$ cat src/rtl/auto_bright_ctrl.sv
`default_nettype none
// ============================================================================
//  Module      : auto_bright_ctrl
//  Description : Closed-loop exposure controller. Accumulates approximate
//                luma and clipped-pixel count per frame, then divides the
//                luma sum by the pixel count with a serial restoring divider
//                and steps the brightness offset toward a target mean.
//  Revision    : 1.0 - initial release
// ============================================================================
module auto_bright_ctrl #(
    parameter int CNT_W       = 17,
    parameter int SUM_W       = 25,
    parameter int TARGET      = 128,
    parameter int DEADBAND    = 8,
    parameter int STEP        = 4,
    parameter int CLIP_MAX    = 64,
    parameter int BRIGHT_INIT = 0
) (
    input  logic       clock,
    input  logic       reset,
    input  logic       frame_start,
    input  logic       frame_end,
    input  logic       pix_valid,
    input  logic [7:0] rin,
    input  logic [7:0] gin,
    input  logic [7:0] bin,
    input  logic       clip_in,
    output logic [7:0] bright,
    output logic       bright_update,
    output logic [7:0] avg_luma,
    output logic       busy
);

    localparam logic [1:0] c_st_idle   = 2'd0;
    localparam logic [1:0] c_st_accum  = 2'd1;
    localparam logic [1:0] c_st_divide = 2'd2;
    localparam logic [1:0] c_st_adjust = 2'd3;

    localparam int         c_bc_w      = $clog2(SUM_W);
    localparam logic [c_bc_w-1:0] c_bc_last = c_bc_w'(SUM_W - 1);
    localparam logic [8:0] c_lo        = 9'(TARGET - DEADBAND);
    localparam logic [8:0] c_hi        = 9'(TARGET + DEADBAND);
    localparam logic [8:0] c_step9     = 9'(STEP);
    localparam logic [7:0] c_step8     = 8'(STEP);
    localparam logic [CNT_W-1:0] c_clip_max = CNT_W'(CLIP_MAX);

    logic [1:0]        r_state;
    logic [SUM_W-1:0]  r_sum;
    logic [CNT_W-1:0]  r_cnt;
    logic [CNT_W-1:0]  r_clip;
    logic [SUM_W-1:0]  r_quo;
    logic [CNT_W-1:0]  r_rem;
    logic [c_bc_w-1:0] r_bitcnt;
    logic [7:0]        r_bright;
    logic [7:0]        r_avg;
    logic              r_update;

    logic              w_take_pix;
    logic              w_clear;
    logic [9:0]        w_luma_sum;
    logic [7:0]        w_luma;
    logic [SUM_W-1:0]  w_sum_base;
    logic [CNT_W-1:0]  w_cnt_base;
    logic [CNT_W-1:0]  w_clip_base;
    logic [SUM_W:0]    w_sum_add;
    logic [CNT_W:0]    w_cnt_add;
    logic [CNT_W:0]    w_clip_add;
    logic [SUM_W-1:0]  w_sum_next;
    logic [CNT_W-1:0]  w_cnt_next;
    logic [CNT_W-1:0]  w_clip_next;
    logic [CNT_W:0]    w_trial;
    logic              w_fits;
    logic [CNT_W-1:0]  w_rem_next;
    logic [7:0]        w_avg;
    logic [8:0]        w_up;
    logic [7:0]        w_bright_up;
    logic [7:0]        w_bright_dn;
    logic [7:0]        w_bright_adj;

    // A pixel is taken only while accumulating, or on the cycle that opens a frame.
    assign w_take_pix = pix_valid &&
                        (((r_state == c_st_idle) && frame_start) || (r_state == c_st_accum));
    // frame_end outranks a coincident frame_start, so no clear in that case.
    assign w_clear    = ((r_state == c_st_idle) && frame_start) ||
                        ((r_state == c_st_accum) && frame_start && !frame_end);

    assign w_luma_sum = {2'b00, rin} + {1'b0, gin, 1'b0} + {2'b00, bin};
    assign w_luma     = 8'(w_luma_sum >> 2);

    assign w_sum_base  = w_clear ? '0 : r_sum;
    assign w_cnt_base  = w_clear ? '0 : r_cnt;
    assign w_clip_base = w_clear ? '0 : r_clip;

    assign w_sum_add  = {1'b0, w_sum_base} + {{(SUM_W-7){1'b0}}, w_luma};
    assign w_cnt_add  = {1'b0, w_cnt_base} + (CNT_W+1)'(1);
    assign w_clip_add = {1'b0, w_clip_base} + {{CNT_W{1'b0}}, clip_in};

    // Saturating accumulators: carry out pins the value at all-ones.
    assign w_sum_next  = !w_take_pix ? w_sum_base :
                         (w_sum_add[SUM_W] ? '1 : w_sum_add[SUM_W-1:0]);
    assign w_cnt_next  = !w_take_pix ? w_cnt_base :
                         (w_cnt_add[CNT_W] ? '1 : w_cnt_add[CNT_W-1:0]);
    assign w_clip_next = !w_take_pix ? w_clip_base :
                         (w_clip_add[CNT_W] ? '1 : w_clip_add[CNT_W-1:0]);

    // Restoring divider step: dividend bits shift out of r_quo MSB, quotient bits in at LSB.
    assign w_trial    = {r_rem, r_quo[SUM_W-1]};
    assign w_fits     = (w_trial >= {1'b0, r_cnt});
    assign w_rem_next = w_fits ? CNT_W'(w_trial - {1'b0, r_cnt}) : CNT_W'(w_trial);

    assign w_avg       = (|r_quo[SUM_W-1:8]) ? 8'hFF : r_quo[7:0];
    assign w_up        = {1'b0, r_bright} + c_step9;
    assign w_bright_up = w_up[8] ? 8'hFF : w_up[7:0];
    assign w_bright_dn = (r_bright < c_step8) ? 8'h00 : (r_bright - c_step8);

    // Priority-ordered brightness decision: clipping first, then dark, then bright.
    always_comb begin
        w_bright_adj = r_bright;
        if (r_clip > c_clip_max) begin
            w_bright_adj = w_bright_dn;
        end else if ({1'b0, w_avg} < c_lo) begin
            w_bright_adj = w_bright_up;
        end else if ({1'b0, w_avg} > c_hi) begin
            w_bright_adj = w_bright_dn;
        end
    end

    // Frame controller: accumulate, divide, adjust, with registered outputs.
    always_ff @(posedge clock) begin
        if (reset) begin
            r_state  <= c_st_idle;
            r_sum    <= '0;
            r_cnt    <= '0;
            r_clip   <= '0;
            r_quo    <= '0;
            r_rem    <= '0;
            r_bitcnt <= '0;
            r_bright <= 8'(BRIGHT_INIT);
            r_avg    <= 8'h00;
            r_update <= 1'b0;
        end else begin
            r_update <= 1'b0;
            case (r_state)
                c_st_idle: begin
                    if (frame_start) begin
                        r_sum   <= w_sum_next;
                        r_cnt   <= w_cnt_next;
                        r_clip  <= w_clip_next;
                        r_state <= c_st_accum;
                    end
                end
                c_st_accum: begin
                    r_sum  <= w_sum_next;
                    r_cnt  <= w_cnt_next;
                    r_clip <= w_clip_next;
                    if (frame_end) begin
                        if (w_cnt_next == '0) begin
                            r_state <= c_st_idle;
                        end else begin
                            r_quo    <= w_sum_next;
                            r_rem    <= '0;
                            r_bitcnt <= '0;
                            r_state  <= c_st_divide;
                        end
                    end
                end
                c_st_divide: begin
                    r_quo    <= {r_quo[SUM_W-2:0], w_fits};
                    r_rem    <= w_rem_next;
                    r_bitcnt <= r_bitcnt + c_bc_w'(1);
                    if (r_bitcnt == c_bc_last) begin
                        r_state <= c_st_adjust;
                    end
                end
                c_st_adjust: begin
                    r_bright <= w_bright_adj;
                    r_avg    <= w_avg;
                    r_update <= 1'b1;
                    r_state  <= c_st_idle;
                end
                default: begin
                    r_state <= c_st_idle;
                end
            endcase
        end
    end

    assign bright        = r_bright;
    assign avg_luma      = r_avg;
    assign bright_update = r_update;
    assign busy          = (r_state == c_st_divide) || (r_state == c_st_adjust);

endmodule
`default_nettype wire

$ cat config.mk
export PLATFORM = sky130hd
export DESIGN_NAME = auto_bright_ctrl
export DESIGN_NICKNAME = d
export VERILOG_FILES = /design/src/rtl/auto_bright_ctrl.sv
export SDC_FILE = /design/constraint.sdc
export NUM_CORES = 1
export LEC_CHECK = 0
export CAP_MARGIN = 10
export CORE_AREA = 8 8 148 108
export DETAILED_ROUTE_END_ITERATION = 16
export DIE_AREA = 0 0 156 116
export PLACE_DENSITY = 0.82
export SETUP_SLACK_MARGIN = 0.5
export SKIP_CTS_REPAIR_TIMING = 1
export SYNTH_ARGS = -nofsm -noshare
export SYNTH_HDL_FRONTEND = slang
export SYNTH_SLANG_ARGS = --single-unit
$ cat constraint.sdc
create_clock -name clock -period 6.7 [get_ports clock]
set_input_delay 1.005 -clock clock [delete_from_list [all_inputs] [get_ports clock]]
set_output_delay 1.005 -clock clock [all_outputs]
set_load 0.03 [all_outputs]
==> summary.txt, run 1 <==
Run status
  – Run status: finished, final reports clean

Synth
  – Count of state elements after synthesis: 125
  – Largest cells by area after synthesis: sky130_fd_sc_hd__dfxtp_1, sky130_fd_sc_hd__ha_1, sky130_fd_sc_hd__a21oi_1
  – Most area-hungry cell type in the Yosys netlist: sky130_fd_sc_hd__dfxtp_1
  – Most instantiated cells after synthesis: sky130_fd_sc_hd__dfxtp_1, sky130_fd_sc_hd__nor2_1, sky130_fd_sc_hd__nand2_1, sky130_fd_sc_hd__a21oi_1, sky130_fd_sc_hd__o21ai_0
  – Netlist area before placement: between 8000 and 9000 µm²
  – Yosys Warn Count: 0
  – Most used flip-flop cell after synthesis: sky130_fd_sc_hd__dfxtp_1
  – Post-synth top area share: about 30%
  – Cells after Synth: 1006
  – Unique masters post-synth: 82
  – Async S/R FF share, synth: 0%
  – Post-Syn Area per Cell: 8.12 µm²
  – Nets in the synthesized netlist: about 1.1k
  – EDFF count, synth: 0
  – Most frequent cell after synthesis: sky130_fd_sc_hd__dfxtp_1
  – Proportion of synthesized chip area in sequential cells: 30.6%

STA
  – Setup violations, final: 0
  – Hold Fails Final Rpt: 0
  – Headroom to the max-slew limit: 31.9%
  – Final setup TNS: 0 ps
  – Post-route worst hold slack: 448 ps
  – Final critical delay including setup and external delays: 5390 ps
  – Transition time at the pin with the least slew margin: 1020 ps
  – Share of the cycle needed by the critical path after routing: 80.5%
  – RSZ-0062 raised after global routing: no
  – Maximum achievable frequency: 185 MHz
  – Number of max-slew violations in the final report: 0
  – Worst setup margin: 1310 ps
  – Clock Skews: 8.95 ps

Worst hold path
  – Hold/Removal Path Class: reg2reg
  – Critical hold path startpoint: avg_luma[4]

Placed design
  – RD Place Congestion: 0.936
  – Final HPWL from detailed placement: 15.3 mm
  – Port Buf Inserts: 47
  – Pre-CTS worst setup slack: 1110 ps
  – Cell Area, Placed: 8740 µm²

Clock network
  – Clk slew on worst S/H paths: approximately 60 ps
  – Clock sink count: around 130
  – CTS Root Buffer Type: sky130_fd_sc_hd__clkbuf_16
  – CTS H-tree lvls: 4
  – Clock latency of the later-clocked register in the worst-skew pair: 420 ps
  – Max Root-Sink Buffers: 2
  – Clock tree from TritonCTS: done
  – Number of clock buffers inserted by TritonCTS: 17

Pwr
  – Max rail drop VDD: 0.204 mV
  – Internal power: 1.59 mW
  – NetSw: ~0.72 mW
  – Sequential fraction of design power: between 30% and 40%
  – Switching Share: 31.0%
  – Leakage power: 3.49 nW
  – Clock network fraction of design power: 42.1%
  – Power consumption: 2.31 mW
  – Combinational cell fraction of total power: 23.9%
  – Areal power density over the cells: 247 nW/µm²

Route
  – Antenna viol nets, final: 0
  – Final routed wirelength across all metal layers: 22.2 mm
  – 1st-iter DRT viols: 1186
  – Avg Vias per Cell: roughly 6.4
  – TritonRoute pass-1 iters: 6
  – Detailed-route via count: 7833
  – Drt drc: 0
  – Average wire per cell in the routed design: 18.0 µm

Cells and area
  – Storage cell area: 2500 µm²
  – Diode count: 0
  – Filler Cell Count: 1109
  – Syn-to-layout area delta: 14.5%
  – Fraction of layout cells with a size suffix above 1: 7.57%
  – Final instance area: approximately 9400 µm²
  – Layout net count: approximately 1.1k
  – Multi-input gate area in the final layout: 5330 µm²

GRT
  – Pin count of the biggest net entering global routing: 88
  – First-pass GRT wire length: about 36 mm
  – Number of global-route vias before repair: just over 7k
  – Number of antenna violations at the first check in global routing: 0
  – Total global routing track utilization: 24.6%
  – GRT Residual Overflow: 0

Floorplanning
  – Core Box Area: 13600 µm²
  – Number of rows created at floorplan: 36
  – Starting density of the core: 59.9%
  – Die area: 18100 µm²
  – I/O pin count: between 40 and 50
  – Width of the chip: 156 µm
  – DIE HEIGHT: 116 µm

Worst setup path
  – Capturing element type of the critical path: flip-flop
  – Worst path arrival time: about 5700 ps
  – Critical path origin: rin[1]
  – Sort of element at the start of the critical path: input port
  – Required time worst endpoint: 6970 ps
  – Path type of the worst setup path: in2reg
  – Maximum fanout encountered on the critical timing path: 7

Run
  – # Max-Cap Violations: 0
## logic make-up (layout without fill, tap and decap cells)
| kind of cell | Yosys count | count (layout) | synth area share, % |
|---|---|---|---|
| AOI/OAI and AO/OA | 271 | 271 | 23.8 |
| adders and majority gates | 49 | 49 | 8.42 |
| and+or+nand+nor | 403 | 403 | 24.8 |
| buffers and inverters | 85 | 122 | 4.21 |
| muxes | 21 | 21 | 2.60 |
| DFF | 125 | 125 | 30.6 |
| xor gates and xnor gates | 52 | 52 | 5.58 |
## power groups by stage
stage | registers, mW | clock network (mW) | logic (mW)
4_1_cts | 0.784 | 0.971 | 0.536
2_1_floorplan | 0.794 | 0 | 0.410
3_3_place_gp | 0.799 | 0 | 0.525
3_5_place_dp | 0.799 | 0 | 0.530
6_report | 0.785 | 0.971 | 0.550
5_1_grt | 0.787 | 1.01 | 0.597
## layer usage
layer	GRT usage [%]	up-vias	share of wire, %
met5	0	-	0
met4	7.99	0	1.6
met3	4.92	45	9.5
met2	35.8	379	41
met1	35.4	3663	48
li1	-	3746	-
## stage by stage
stage	instances	util (%)
after CTS	1233	68.5
after floorplan	1006	-
after global placement	1202	64.0
after global routing	1233	68.5
final	1233	68.5
after detailed placement	1202	64.0
## cells in the final DEF, fill, tap and decap left out, types with 5 or more instances in the layout
cell type / n
sky130_fd_sc_hd__nand4_1: 20
sky130_fd_sc_hd__o2bb2ai_1: 6
sky130_fd_sc_hd__nor4_1: 22
sky130_fd_sc_hd__or3_1: 5
sky130_fd_sc_hd__xnor2_1: 36
sky130_fd_sc_hd__and3_1: 12
sky130_fd_sc_hd__nor2_1: 104
sky130_fd_sc_hd__nand2_1: 90
sky130_fd_sc_hd__o21a_1: 8
sky130_fd_sc_hd__a21o_1: 8
sky130_fd_sc_hd__buf_4: 11
sky130_fd_sc_hd__nand3_1: 41
sky130_fd_sc_hd__and2_1: 22
sky130_fd_sc_hd__a31oi_1: 12
sky130_fd_sc_hd__ha_1: 39
sky130_fd_sc_hd__nand2b_1: 9
sky130_fd_sc_hd__a21oi_1: 78
sky130_fd_sc_hd__o31ai_1: 5
sky130_fd_sc_hd__clkdlybuf4s50_1: 46
sky130_fd_sc_hd__o21ai_0: 48
sky130_fd_sc_hd__clkbuf_16: 17
sky130_fd_sc_hd__nor3_1: 31
sky130_fd_sc_hd__a211oi_1: 16
sky130_fd_sc_hd__a311oi_1: 6
sky130_fd_sc_hd__xor2_1: 16
sky130_fd_sc_hd__o2bb2ai_2: 10
sky130_fd_sc_hd__fa_1: 10
sky130_fd_sc_hd__nor2b_1: 13
sky130_fd_sc_hd__o221ai_1: 8
sky130_fd_sc_hd__dfxtp_1: 125
sky130_fd_sc_hd__or4_1: 6
sky130_fd_sc_hd__inv_1: 33
sky130_fd_sc_hd__mux2i_1: 19
## registers in the layout, indices dropped and copies added, names as in the netlist, named ones only
name and flops:
avg_luma 8, bright 8, bright_update 1, r_bitcnt 5, r_clip 17, r_cnt 17, r_quo 25, r_rem 17
r_state 1, r_sum 25
## critical path, stage by stage
cell and delay (ps):
sky130_fd_sc_hd__clkdlybuf4s50_1 450, sky130_fd_sc_hd__inv_1 50, sky130_fd_sc_hd__fa_1 570, sky130_fd_sc_hd__nor2_1 70
sky130_fd_sc_hd__fa_1 410, sky130_fd_sc_hd__nand2_1 90, sky130_fd_sc_hd__nand2_1 50, sky130_fd_sc_hd__a21oi_1 230
sky130_fd_sc_hd__o21bai_1 90, sky130_fd_sc_hd__a21oi_1 220, sky130_fd_sc_hd__xnor2_1 200, sky130_fd_sc_hd__ha_1 320
sky130_fd_sc_hd__nor3_1 90, sky130_fd_sc_hd__o21ai_0 210, sky130_fd_sc_hd__nand4_1 430, sky130_fd_sc_hd__a211oi_1 660
sky130_fd_sc_hd__xnor2_1 180, sky130_fd_sc_hd__o21ai_0 100, sky130_fd_sc_hd__nor3_1 170, sky130_fd_sc_hd__a211oi_1 60
## worst paths after layout
kind | to | slack, ps | cells after the start
setup reg to reg | r_bitcnt[0] | 2390 | 12
hold / removal | avg_luma[4] | 450 | 2
setup / recovery | r_quo[21] | 1310 | 20
hold reg to reg | avg_luma[4] | 450 | 2
## final cells by class
cell class	count	share of cell area, %
Clock buffer	19	4.84
Clock inverter	12	1.73
Inverter	33	1.32
Multi-Input combinational cell	796	56.9
Sequential cell	125	26.8
Tap cell	190	2.54
Timing Repair Buffer	58	5.86
Power figures use the tool's default switching activity.
==> inputs of run 2 (changes only) <==
--- a/config.mk
+++ b/config.mk
@@ -6,10 +6,10 @@
 export NUM_CORES = 1
 export LEC_CHECK = 0
 export CAP_MARGIN = 10
-export CORE_AREA = 8 8 148 108
+export CORE_AREA = 8 8 155 113
 export DETAILED_ROUTE_END_ITERATION = 16
-export DIE_AREA = 0 0 156 116
-export PLACE_DENSITY = 0.82
+export DIE_AREA = 0 0 163 121
+export PLACE_DENSITY = 0.79
 export SETUP_SLACK_MARGIN = 0.5
 export SKIP_CTS_REPAIR_TIMING = 1
 export SYNTH_ARGS = -nofsm -noshare
==> constraint.sdc (replaced) <==
create_clock -name clock -period 4.6 [get_ports clock]
set_input_delay 0.69 -clock clock [delete_from_list [all_inputs] [get_ports clock]]
set_output_delay 0.69 -clock clock [all_outputs]
set_load 0.03 [all_outputs]
==> summary.txt, run 2 (synthesis results as in run 1) <==
Run status
  – Run status: finished, final reports clean

Clock network
  – Clk slew on worst S/H paths: 60 ps (about the same)
  – Clock latency of the later-clocked register in the worst-skew pair: 420 ps (about the same)
  – Max Root-Sink Buffers: 2 (unchanged)
  – Number of clock buffers inserted by TritonCTS: 17 (unchanged)
  – CTS H-tree lvls: 4 (unchanged)
  – Clock sink count: 125 (unchanged)
  – CTS Root Buffer Type: sky130_fd_sc_hd__clkbuf_16
  – Clock tree from TritonCTS: done

Worst setup path
  – Required time worst endpoint: 4920 ps (-2050 ps)
  – Critical-path cell list: buf_6 > fa_2 > ha_4 > and4b_1 > o21ai_4 > a21boi_2 > o21ai_1 > nand2b_1 > buf_4 > xor2_1 > ha_2 > buf_6 > nor3_4 > nor2_2 > nand4_1 > buf_6 > a211oi_4 > buf_4 > a211oi_1 > or4_1 > o311ai_1
  – Stage delay of the slowest cell on the critical path: 600 ps (-60 ps)
  – Sort of element at the start of the critical path: input port
  – Maximum fanout encountered on the critical timing path: 4 (-3)
  – Reg2reg end: r_quo[6]
  – Worst path arrival time: 4630 ps (-1040 ps)
  – Slack of the worst reg-to-reg path: 750 ps (-1640 ps)
  – Max stage delay cell, worst path: sky130_fd_sc_hd__fa_2
  – Capturing element type of the critical path: flip-flop
  – Most common cell on crit path: sky130_fd_sc_hd__buf_6
  – Path type of the worst setup path: in2reg
  – R2R depth: 13 (+1)

Cells and area
  – Final core area utilization: 68.8% (+0.27 points)
  – Commonest cells after routing, fill and taps aside: sky130_fd_sc_hd__dfxtp_1, sky130_fd_sc_hd__nor2_1, sky130_fd_sc_hd__nand2_1
  – Diode count: 0 (unchanged)
  – Syn-to-layout area delta: 27.3%
  – Regs by FF count: r_quo (25), r_sum (25)
  – Most common cell after layout, fill and taps aside: sky130_fd_sc_hd__dfxtp_1
  – Fraction of layout cells with a size suffix above 1: 19.8% (+12 points)
  – Layout net count: 1180 (+6.3%)

Floorplanning
  – Core Box Area: 15100 µm² (+11%)
  – DIE HEIGHT: 121 µm (+4.3%)
  – I/O pin count: 48 (unchanged)
  – Width of the chip: 163 µm (+4.5%)
  – Number of rows created at floorplan: 38 (+5.6%)
  – Die area: 19700 µm² (+9.0%)
  – Starting density of the core: 54.0% (-5.8 points)

GRT
  – Pin count of the biggest net entering global routing: 87 (-1.1%)
  – Number of global-route vias before repair: 7563 (+6.4%)
  – GRT Residual Overflow: 0 (unchanged)
  – First-pass GRT wire length: 38.2 mm (+4.9%)
  – Number of antenna violations at the first check in global routing: 0 (unchanged)
  – Total global routing track utilization: 23.3% (-1.3 points)

STA
  – Share of the cycle needed by the critical path after routing: 93.6%
  – Headroom to the max-slew limit: 32.4% (+0.48 points)
  – Maximum achievable frequency: 232 MHz
  – RSZ-0062 raised after global routing: yes
  – Final critical delay including setup and external delays: 4310 ps
  – Hold Fails Final Rpt: 0 (unchanged)
  – Setup violations, final: 0 (unchanged)
  – Clock Skews: 9.82 ps (+0.861 ps)
  – Number of max-slew violations in the final report: 0 (unchanged)
  – Transition time at the pin with the least slew margin: 1000 ps (-16.5 ps)

Pwr
  – Areal power density over the cells: 344 nW/µm² (+40%)
  – Leakage power: 4.02 nW (+15%)
  – Power consumption: 3.58 mW (+55%)
  – Max rail drop VDD: 0.242 mV (+18%)

Route
  – Average wire per cell in the routed design: 19.3 µm (+6.8%)
  – Avg Vias per Cell: 6.42 (+1.1%)
  – Final routed wirelength across all metal layers: 25.3 mm (+14%)
  – 1st-iter DRT viols: 1045 (-12%)
  – Detailed-route via count: 8430 (+7.6%)
  – Antenna viol nets, final: 0 (unchanged)
  – TritonRoute pass-1 iters: 5 (-1)
  – Drt drc: 0 (unchanged)

Run
  – # Max-Cap Violations: 0 (unchanged)

Worst hold path
  – Critical hold path startpoint: avg_luma[6]
  – Number of cells on the worst hold path: 2 (unchanged)
  – Hold/Removal Path Class: reg2reg
  – Hold endpoint: avg_luma[6]

Placed design
  – Port Buf Inserts: 47 (unchanged)
  – Final HPWL from detailed placement: 16.3 mm (+6.8%)
  – RD Place Congestion: 0.919 (-1.8%)
==> run 2: area by class of cell <==
class | count | area [µm²]
inverter | 33 | 124
clock inverter | 14 | 194
tap | 200 | 250
clock buffer | 17 | 425
timing repair buffer | 128 | 1160
multi-input combinational | 796 | 5740
fill | 1117 | 4720
sequential | 125 | 2500
==> run 2: worst max-delay path by stage <==
stage,to,slack (ps),from,cells past startpoint
2_1_floorplan,r_quo[6],310,bin[2],17
4_1_cts,r_quo[14],-80,bin[2],20
6_report,r_quo[6],290,rin[2],21
3_5_place_dp,r_quo[14],-430,bin[2],20
5_1_grt,r_quo[14],110,rin[2],20
3_3_place_gp,r_quo[14],-340,bin[2],20
==> run 2: routing by layer <==
layer	track usage, %	share of wire [%]
met1	33.4	44
met2	33.9	44
met3	4.88	9.2
met4	8.17	2.3
met5	0	0
==> run 2: per-stage QoR <==
step / hold slack (ps) / instances / TNS, ps / worst slack, ps / area (µm²)
after floorplan: 442 / 1006 / 0 / 312 / 8280
after global placement: 439 / 1266 / -6980 / -338 / 9240
after detailed placement: 444 / 1266 / -10110 / -429 / 9240
after CTS: 451 / 1297 / -83.8 / -83.8 / 9860
after global routing: 477 / 1313 / 0 / 113 / 10400
final: 450 / 1313 / 0 / 292 / 10400
==> run 2: worst max-delay path: cells and delay by family <==
family,cells,cell delay (ps)
buffers and inverters,5,710
adder cells (fa/ha/maj),3,1160
AND/OR/NAND/NOR,6,1010
AO/OA/AOI/OAI,6,900
XOR/XNOR,1,130
==> run 2: report_power, final <==
group / internal [mW] / total (mW) / switching (mW)
Sequential: 1.11 / 1.14 / 0.0283
Combinational: 0.436 / 1.01 / 0.570
Clock: 0.905 / 1.43 / 0.528
Total: 2.46 / 3.58 / 1.13
==> inputs of run 3 (changes only) <==
==> constraint.sdc (replaced) <==
create_clock -name clock -period 4.6 [get_ports clock]
set_input_delay 0.69 -clock clock [delete_from_list [all_inputs] [get_ports clock]]
set_output_delay 0.69 -clock clock [all_outputs]
set_load 0.05 [all_outputs]
==> results of run 3 <==
The final DEF is identical to that of run 2. Status: finished, final reports clean.
